### src/rtl/fetch_unit_if.sv
// Instruction-memory request/response channel between fetch_unit and imem.
// master: fetch side (drives request); slave: memory side (drives ready/response).
interface fetch_unit_if;
    logic        imem_req_valid;
    logic        imem_req_ready;
    logic [31:0] imem_addr;
    logic        imem_rsp_valid;
    logic [31:0] imem_rdata;

    modport master (
        output imem_req_valid,
        output imem_addr,
        input  imem_req_ready,
        input  imem_rsp_valid,
        input  imem_rdata
    );

    modport slave (
        input  imem_req_valid,
        input  imem_addr,
        output imem_req_ready,
        output imem_rsp_valid,
        output imem_rdata
    );
endinterface

### src/rtl/fetch_unit.sv
// Instruction fetch: in-order requests to imem, 2-entry {inst,pc} buffer, redirect flush.
// Ports: clk, rst (async active-low), imem (request/response channel), stall, PCsrc,
// br_target (redirect), InstF/PCF/inst_valid (head of buffer to decode).
module fetch_unit #(
    parameter logic [31:0] RESET_PC = 32'h0000_0000,
    parameter logic [31:0] NOP_INST = 32'h0000_0013
) (
    input  logic         clk,
    input  logic         rst,
    fetch_unit_if.master imem,
    input  logic         stall,
    input  logic         PCsrc,
    input  logic [31:0]  br_target,
    output logic [31:0]  InstF,
    output logic [31:0]  PCF,
    output logic         inst_valid
);

    typedef enum logic [1:0] {
        BOOT  = 2'd0,
        RUN   = 2'd1,
        FLUSH = 2'd2
    } state_e;

    state_e      state_q, state_d;
    logic [31:0] addr_q, addr_d;
    logic [31:0] rpc_q, rpc_d;
    logic [31:0] pcf_q;
    logic [1:0]  out_q, out_d;
    logic [1:0]  drop_q, drop_d;
    logic [1:0]  cnt_q, cnt_d;
    logic [31:0] inst0_q, inst0_d, inst1_q, inst1_d;
    logic [31:0] pc0_q, pc0_d, pc1_q, pc1_d;

    logic        fire, take, pop, push;
    logic [2:0]  used;
    logic [1:0]  level;
    logic [31:0] target;
    logic        unused_br;

    assign target    = {br_target[31:2], 2'b00};
    assign unused_br = ^br_target[1:0];

    assign inst_valid = (cnt_q != 2'd0);
    assign InstF      = inst_valid ? inst0_q : NOP_INST;
    assign PCF        = inst_valid ? pc0_q : pcf_q;

    assign pop  = inst_valid && !stall && !PCsrc;
    // Stray responses with nothing outstanding are ignored.
    assign take = imem.imem_rsp_valid && (out_q != 2'd0);
    assign push = take && (state_q == RUN) && !PCsrc;

    // Credit counts the slot freed by a pop this cycle so a non-stalled
    // stream issues one request per cycle.
    assign used = {1'b0, out_q} + {1'b0, cnt_q} - {2'b00, pop};

    assign imem.imem_req_valid = (state_q == RUN) && (used < 3'd2);
    assign imem.imem_addr      = addr_q;
    assign fire = imem.imem_req_valid && imem.imem_req_ready;

    always_comb begin
        state_d = state_q;
        addr_d  = addr_q;
        drop_d  = drop_q;
        out_d   = out_q + {1'b0, fire} - {1'b0, take};
        if (fire) begin
            addr_d = addr_q + 32'd4;
        end
        unique case (state_q)
            BOOT:  state_d = RUN;
            RUN:   state_d = RUN;
            FLUSH: begin
                drop_d = drop_q - {1'b0, take};
                if (drop_q - {1'b0, take} == 2'd0) begin
                    state_d = RUN;
                end
            end
            default: state_d = BOOT;
        endcase
        // Every request still in flight after a redirect is stale.
        if (PCsrc) begin
            addr_d  = target;
            drop_d  = out_d;
            state_d = (out_d != 2'd0) ? FLUSH : RUN;
        end
    end

    // Non-dropped outstanding requests are always contiguous from rpc_q,
    // so the pc of each kept response is tracked without a pc queue.
    always_comb begin
        cnt_d   = cnt_q;
        inst0_d = inst0_q;
        inst1_d = inst1_q;
        pc0_d   = pc0_q;
        pc1_d   = pc1_q;
        rpc_d   = rpc_q;
        level   = cnt_q - {1'b0, pop};
        if (PCsrc) begin
            cnt_d = 2'd0;
            rpc_d = target;
        end else begin
            if (pop) begin
                inst0_d = inst1_q;
                pc0_d   = pc1_q;
            end
            if (push) begin
                if (level == 2'd0) begin
                    inst0_d = imem.imem_rdata;
                    pc0_d   = rpc_q;
                end else begin
                    inst1_d = imem.imem_rdata;
                    pc1_d   = rpc_q;
                end
                rpc_d = rpc_q + 32'd4;
            end
            cnt_d = level + {1'b0, push};
        end
    end

    always_ff @(posedge clk or negedge rst) begin
        if (!rst) begin
            state_q <= BOOT;
            addr_q  <= RESET_PC;
            rpc_q   <= RESET_PC;
            pcf_q   <= RESET_PC;
            out_q   <= 2'd0;
            drop_q  <= 2'd0;
            cnt_q   <= 2'd0;
            inst0_q <= NOP_INST;
            inst1_q <= NOP_INST;
            pc0_q   <= RESET_PC;
            pc1_q   <= RESET_PC;
        end else begin
            state_q <= state_d;
            addr_q  <= addr_d;
            rpc_q   <= rpc_d;
            pcf_q   <= PCF;
            out_q   <= out_d;
            drop_q  <= drop_d;
            cnt_q   <= cnt_d;
            inst0_q <= inst0_d;
            inst1_q <= inst1_d;
            pc0_q   <= pc0_d;
            pc1_q   <= pc1_d;
        end
    end

endmodule

### src/flat_wrapper.sv
// flat-port wrapper written by rule: the top's interface ports become plain ports
module fetch_unit_flat 
#(
    parameter logic [31:0] RESET_PC = 32'h0000_0000,
    parameter logic [31:0] NOP_INST = 32'h0000_0013
)
  (clk, rst, stall, PCsrc, br_target, InstF, PCF, inst_valid, imem_imem_req_valid, imem_imem_addr, imem_imem_req_ready, imem_imem_rsp_valid, imem_imem_rdata);
  fetch_unit_if imem_i ();
  input  logic clk;
  input  logic rst;
  input  logic stall;
  input  logic PCsrc;
  input  logic [31:0] br_target;
  output logic [31:0] InstF;
  output logic [31:0] PCF;
  output logic inst_valid;
  output wire logic [$bits(imem_i.imem_req_valid)-1:0] imem_imem_req_valid;
  output wire logic [$bits(imem_i.imem_addr)-1:0] imem_imem_addr;
  input wire logic [$bits(imem_i.imem_req_ready)-1:0] imem_imem_req_ready;
  input wire logic [$bits(imem_i.imem_rsp_valid)-1:0] imem_imem_rsp_valid;
  input wire logic [$bits(imem_i.imem_rdata)-1:0] imem_imem_rdata;
  assign imem_imem_req_valid = imem_i.imem_req_valid;
  assign imem_imem_addr = imem_i.imem_addr;
  assign imem_i.imem_req_ready = imem_imem_req_ready;
  assign imem_i.imem_rsp_valid = imem_imem_rsp_valid;
  assign imem_i.imem_rdata = imem_imem_rdata;
  fetch_unit #(.RESET_PC(RESET_PC), .NOP_INST(NOP_INST)) u_core (.clk(clk), .rst(rst), .imem(imem_i), .stall(stall), .PCsrc(PCsrc), .br_target(br_target), .InstF(InstF), .PCF(PCF), .inst_valid(inst_valid));
endmodule
### config.mk
export PLATFORM = sky130hd
export DESIGN_NAME = fetch_unit_flat
export DESIGN_NICKNAME = d
export VERILOG_FILES = /design/src/rtl/fetch_unit_if.sv /design/src/rtl/fetch_unit.sv /design/src/flat_wrapper.sv
export SDC_FILE = /design/constraint.sdc
export NUM_CORES = 1
export LEC_CHECK = 0
export CORE_MARGIN = 5
export CORE_UTILIZATION = 55
export CTS_BUF_LIST = sky130_fd_sc_hd__clkbuf_8
export DETAILED_ROUTE_END_ITERATION = 6
export PLACE_DENSITY_LB_ADDON = 0.25
export SKIP_LAST_GASP = 1
export SYNTH_ARGS = -nofsm -noshare
export SYNTH_HDL_FRONTEND = slang
export SYNTH_SLANG_ARGS = --single-unit
### constraint.sdc
create_clock -name clk -period 4 [get_ports clk]
set_clock_uncertainty 0.2 [all_clocks]
set_input_delay 0.8 -clock clk [delete_from_list [all_inputs] [get_ports clk]]
set_output_delay 0.8 -clock clk [all_outputs]
set_load 0.02 [all_outputs]
==> metrics.yaml <==
wl_per_cell_um: 18.83
place_inst: 1469
die_area_um2: 22940
worstMarginPinSlew_ps: 1031
crit_arrival_ps: 2930
dp_slack_ps: -435.3
clkTransAtPathRegs_ps: 60
design.core.area_um2: 19590
clock_latency_ps: 520
die_x_um: 151.5
clock_path_buffers: 3
postRouteAntennaNets: 0
synth_cells: 1081
cts_buffers: 39
cp_max_fo: 3
antenna_found_initial: 1
power.internal_mw: 5.484
dr.pass1.iters: 4
synth_area_um2: 11000
instances_no_fill: 1537
ys_types: 57
power_density_nw_per_um2: 600.4
drc: 0
startpoint_type: "input port"
rows: 51
tritoncts: "built"
first_iter_violations: 564
async_flop_share_pct: 100.0
via_count: 9279
final_common_cell: "dfrtp_1"
design_area_um2: 13800
synth_enable_flop_cells: 0
start_util_pct: 56.17
synth_seq_cells: 226
finalCritPeriodShare_pct: 98.30
vias_per_cell: 6.037
totalWireLength_um: 28940
grt_pass1_vias: 9174
switching_power_mw: 2.803
syn2layout_area_growth_pct: 25.42
root_buffer: "clkbuf_8"
io_buffers: 163
final_cell_mix: "dfrtp_1, clkdlybuf4s50_1, nand2_1, mux2_2, a31oi_1"
htreeDepth: 2
setup_ws_ps: 67.89
place.gp.congestion: 0.8819
synth_warnings: 0
nNetsFinal: 1324
grt_usage_pct: 25.33
synth-main-ff-cell: "dfrtp_1"
power.share.clock_pct: 24.2
maxCapViolations: 0
vdd_ir_drop_max_uv: 260.9
rsz0062_at_grt: "false"
slew_violations: 0
io_pins: 168
hp-class: "in -> async"
finalSetupTns_ps: 0
combPwrFrac_pct: 34.2
p_sw_share_pct: 33.82
endpoint_kind: "output port"
netlist.area_leader.share_pct: 50.03
drive_gt1_share_pct: 17.86
seq_power_share_pct: 41.6
status: "finished clean"
hold_buffers: 0
synth-seq-area-share_pct: 51.46
clock_sinks: 226
overflow: 0
grt_pass1_wl_um: 46630
die-height_um: 151.5
synthTopCellsByArea: "dfrtp_1, mux2_2, nand2_1"
yosysTopAreaCell: "dfrtp_1"
finalPower_mw: 8.286
worstSetupPathType: "in -> out"
placed_area_um2: 13040
max_freq_mhz: 254.3
fin_crit_ps: 3932
post_cts_buffers: 0
dp_hpwl_um: 19300
grt_max_degree: 105
syn_area_per_cell_um2: 10.18
worstPathRequired_ps: 3000
leakagePower_nw: 5.807
finalSetupViolCount: 0
slew_headroom_pct: 30.66
finalHoldViolations: 0
[routing by layer]
layer  share of wire (%)  wire length [um]  vias to the layer above  GRT usage, %
met4                 3.2               939                        0         10.02
li1                    -                 -                     4273             -
met5                   0                 0                        -             0
met1                  43             12560                     4531         36.65
met2                  46             13240                      407         38.12
met3                 7.6              2198                       68         4.551
[registers in the layout (all words and copies together), names as in the netlist]
register               count
u_core.out_q               2
u_core.inst1_q            32
u_core.inst0_q            32
u_core.cnt_q               2
u_core.drop_q              2
u_core.pc0_q              32
u_core.pcf_q              32
u_core.rpc_q              30
u_core.state_q             2
u_core.pc1_q              30
u_core.imem.imem_addr     30
[area by class of cell]
class | count | area, um^2
tap | 265 | 331.6
fill | 1478 | 5788
multi-input combinational | 755 | 4977
sequential | 226 | 5663
antenna | 1 | 2.502
timing repair buffer | 202 | 1997
clock buffer | 49 | 674.4
inverter | 21 | 78.83
clock inverter | 18 | 77.57
[worst paths after layout]
path,end,cells after the start,start,slack (ps)
setup / recovery,imem_imem_req_valid,8,stall,70
hold / removal,u_core.imem.imem_addr[9]$_DFFE_PN0P_,1,rst,110
setup reg to reg,u_core.imem.imem_addr[12]$_DFFE_PN0P_,11,u_core.cnt_q[0]$_DFF_PN0_,390
hold reg to reg,u_core.inst0_q[1]$_DFFE_PN1N_,2,u_core.inst1_q[1]$_DFFE_PN1P_,290
max in group asynchronous,u_core.inst1_q[1]$_DFFE_PN1P_,2,rst,2610
min in group clk,u_core.inst0_q[1]$_DFFE_PN1N_,2,u_core.inst1_q[1]$_DFFE_PN1P_,290
[worst max-delay path: stages]
cell and delay, ps:
clkdlybuf4s50_1 440, or3_2 530, nor2_2 140, o21ai_0 130
fa_1 430, xnor2_2 170, nor2_2 130, buf_4 150
[kinds of logic (layout without fill, tap and decap cells)]
logic type,after synthesis,in the layout,share of synthesized area [%]
other,1,3,0.03408
adder cells (fa/ha/maj),9,9,1.092
multiplexers,106,106,10.82
XOR/XNOR,20,20,1.592
flip-flops,226,226,51.46
buffers and inverters,101,290,3.718
AND/OR/NAND/NOR,455,455,21.43
AO/OA/AOI/OAI,163,163,9.847
[cells in the mapped netlist (all sizes together), types with 2 or more instances]
master and count:
a31oi 79, nand2b 7, and4 25, or4 12
a311oi 4, nor4b 2, ha 8, o22ai 3
clkbuf 56, o31a 2, or2 5, buf 24
o21ai 17, nor3 79, a21boi 3, dfrtp 220
a211o 4, nor2 44, nor2b 38, xnor2 11
and2 3, nand2 139, o31ai 13, inv 20
a211oi 19, mux2i 2, and3 10, a21o 2
dfstp 6, a21oi 8, xor2 9, or3 12
mux2 104, o311ai 3, a2bb2oi 3, nand4 17
nand3 34, nor4 24
[per-stage QoR]
stage	hold slack [ps]	utilization (%)
2_1_floorplan	268.2	-
3_3_place_gp	273.4	66.55
3_5_place_dp	280.0	66.55
4_1_cts	155.5	70.39
5_1_grt	171.3	70.45
6_report	105.6	70.45
[repair_timing]
item                                    4_1_cts  5_1_grt
endpoints found under the hold margin         0        0
cloned                                        0        0
endpoints found under the setup margin        1        1
resized for setup                             6        2
[power by group through the flow]
stage | Sequential [mW] | Combinational (mW) | Clock (mW)
after floorplan | 3.35 | 1.75 | 0
after global placement | 3.44 | 2.77 | 0
after detailed placement | 3.47 | 2.83 | 0
after CTS | 3.44 | 2.85 | 2.05
after global routing | 3.54 | 3.09 | 2.16
final | 3.45 | 2.84 | 2.00
Note: power is estimated with default switching activity, not from simulation.
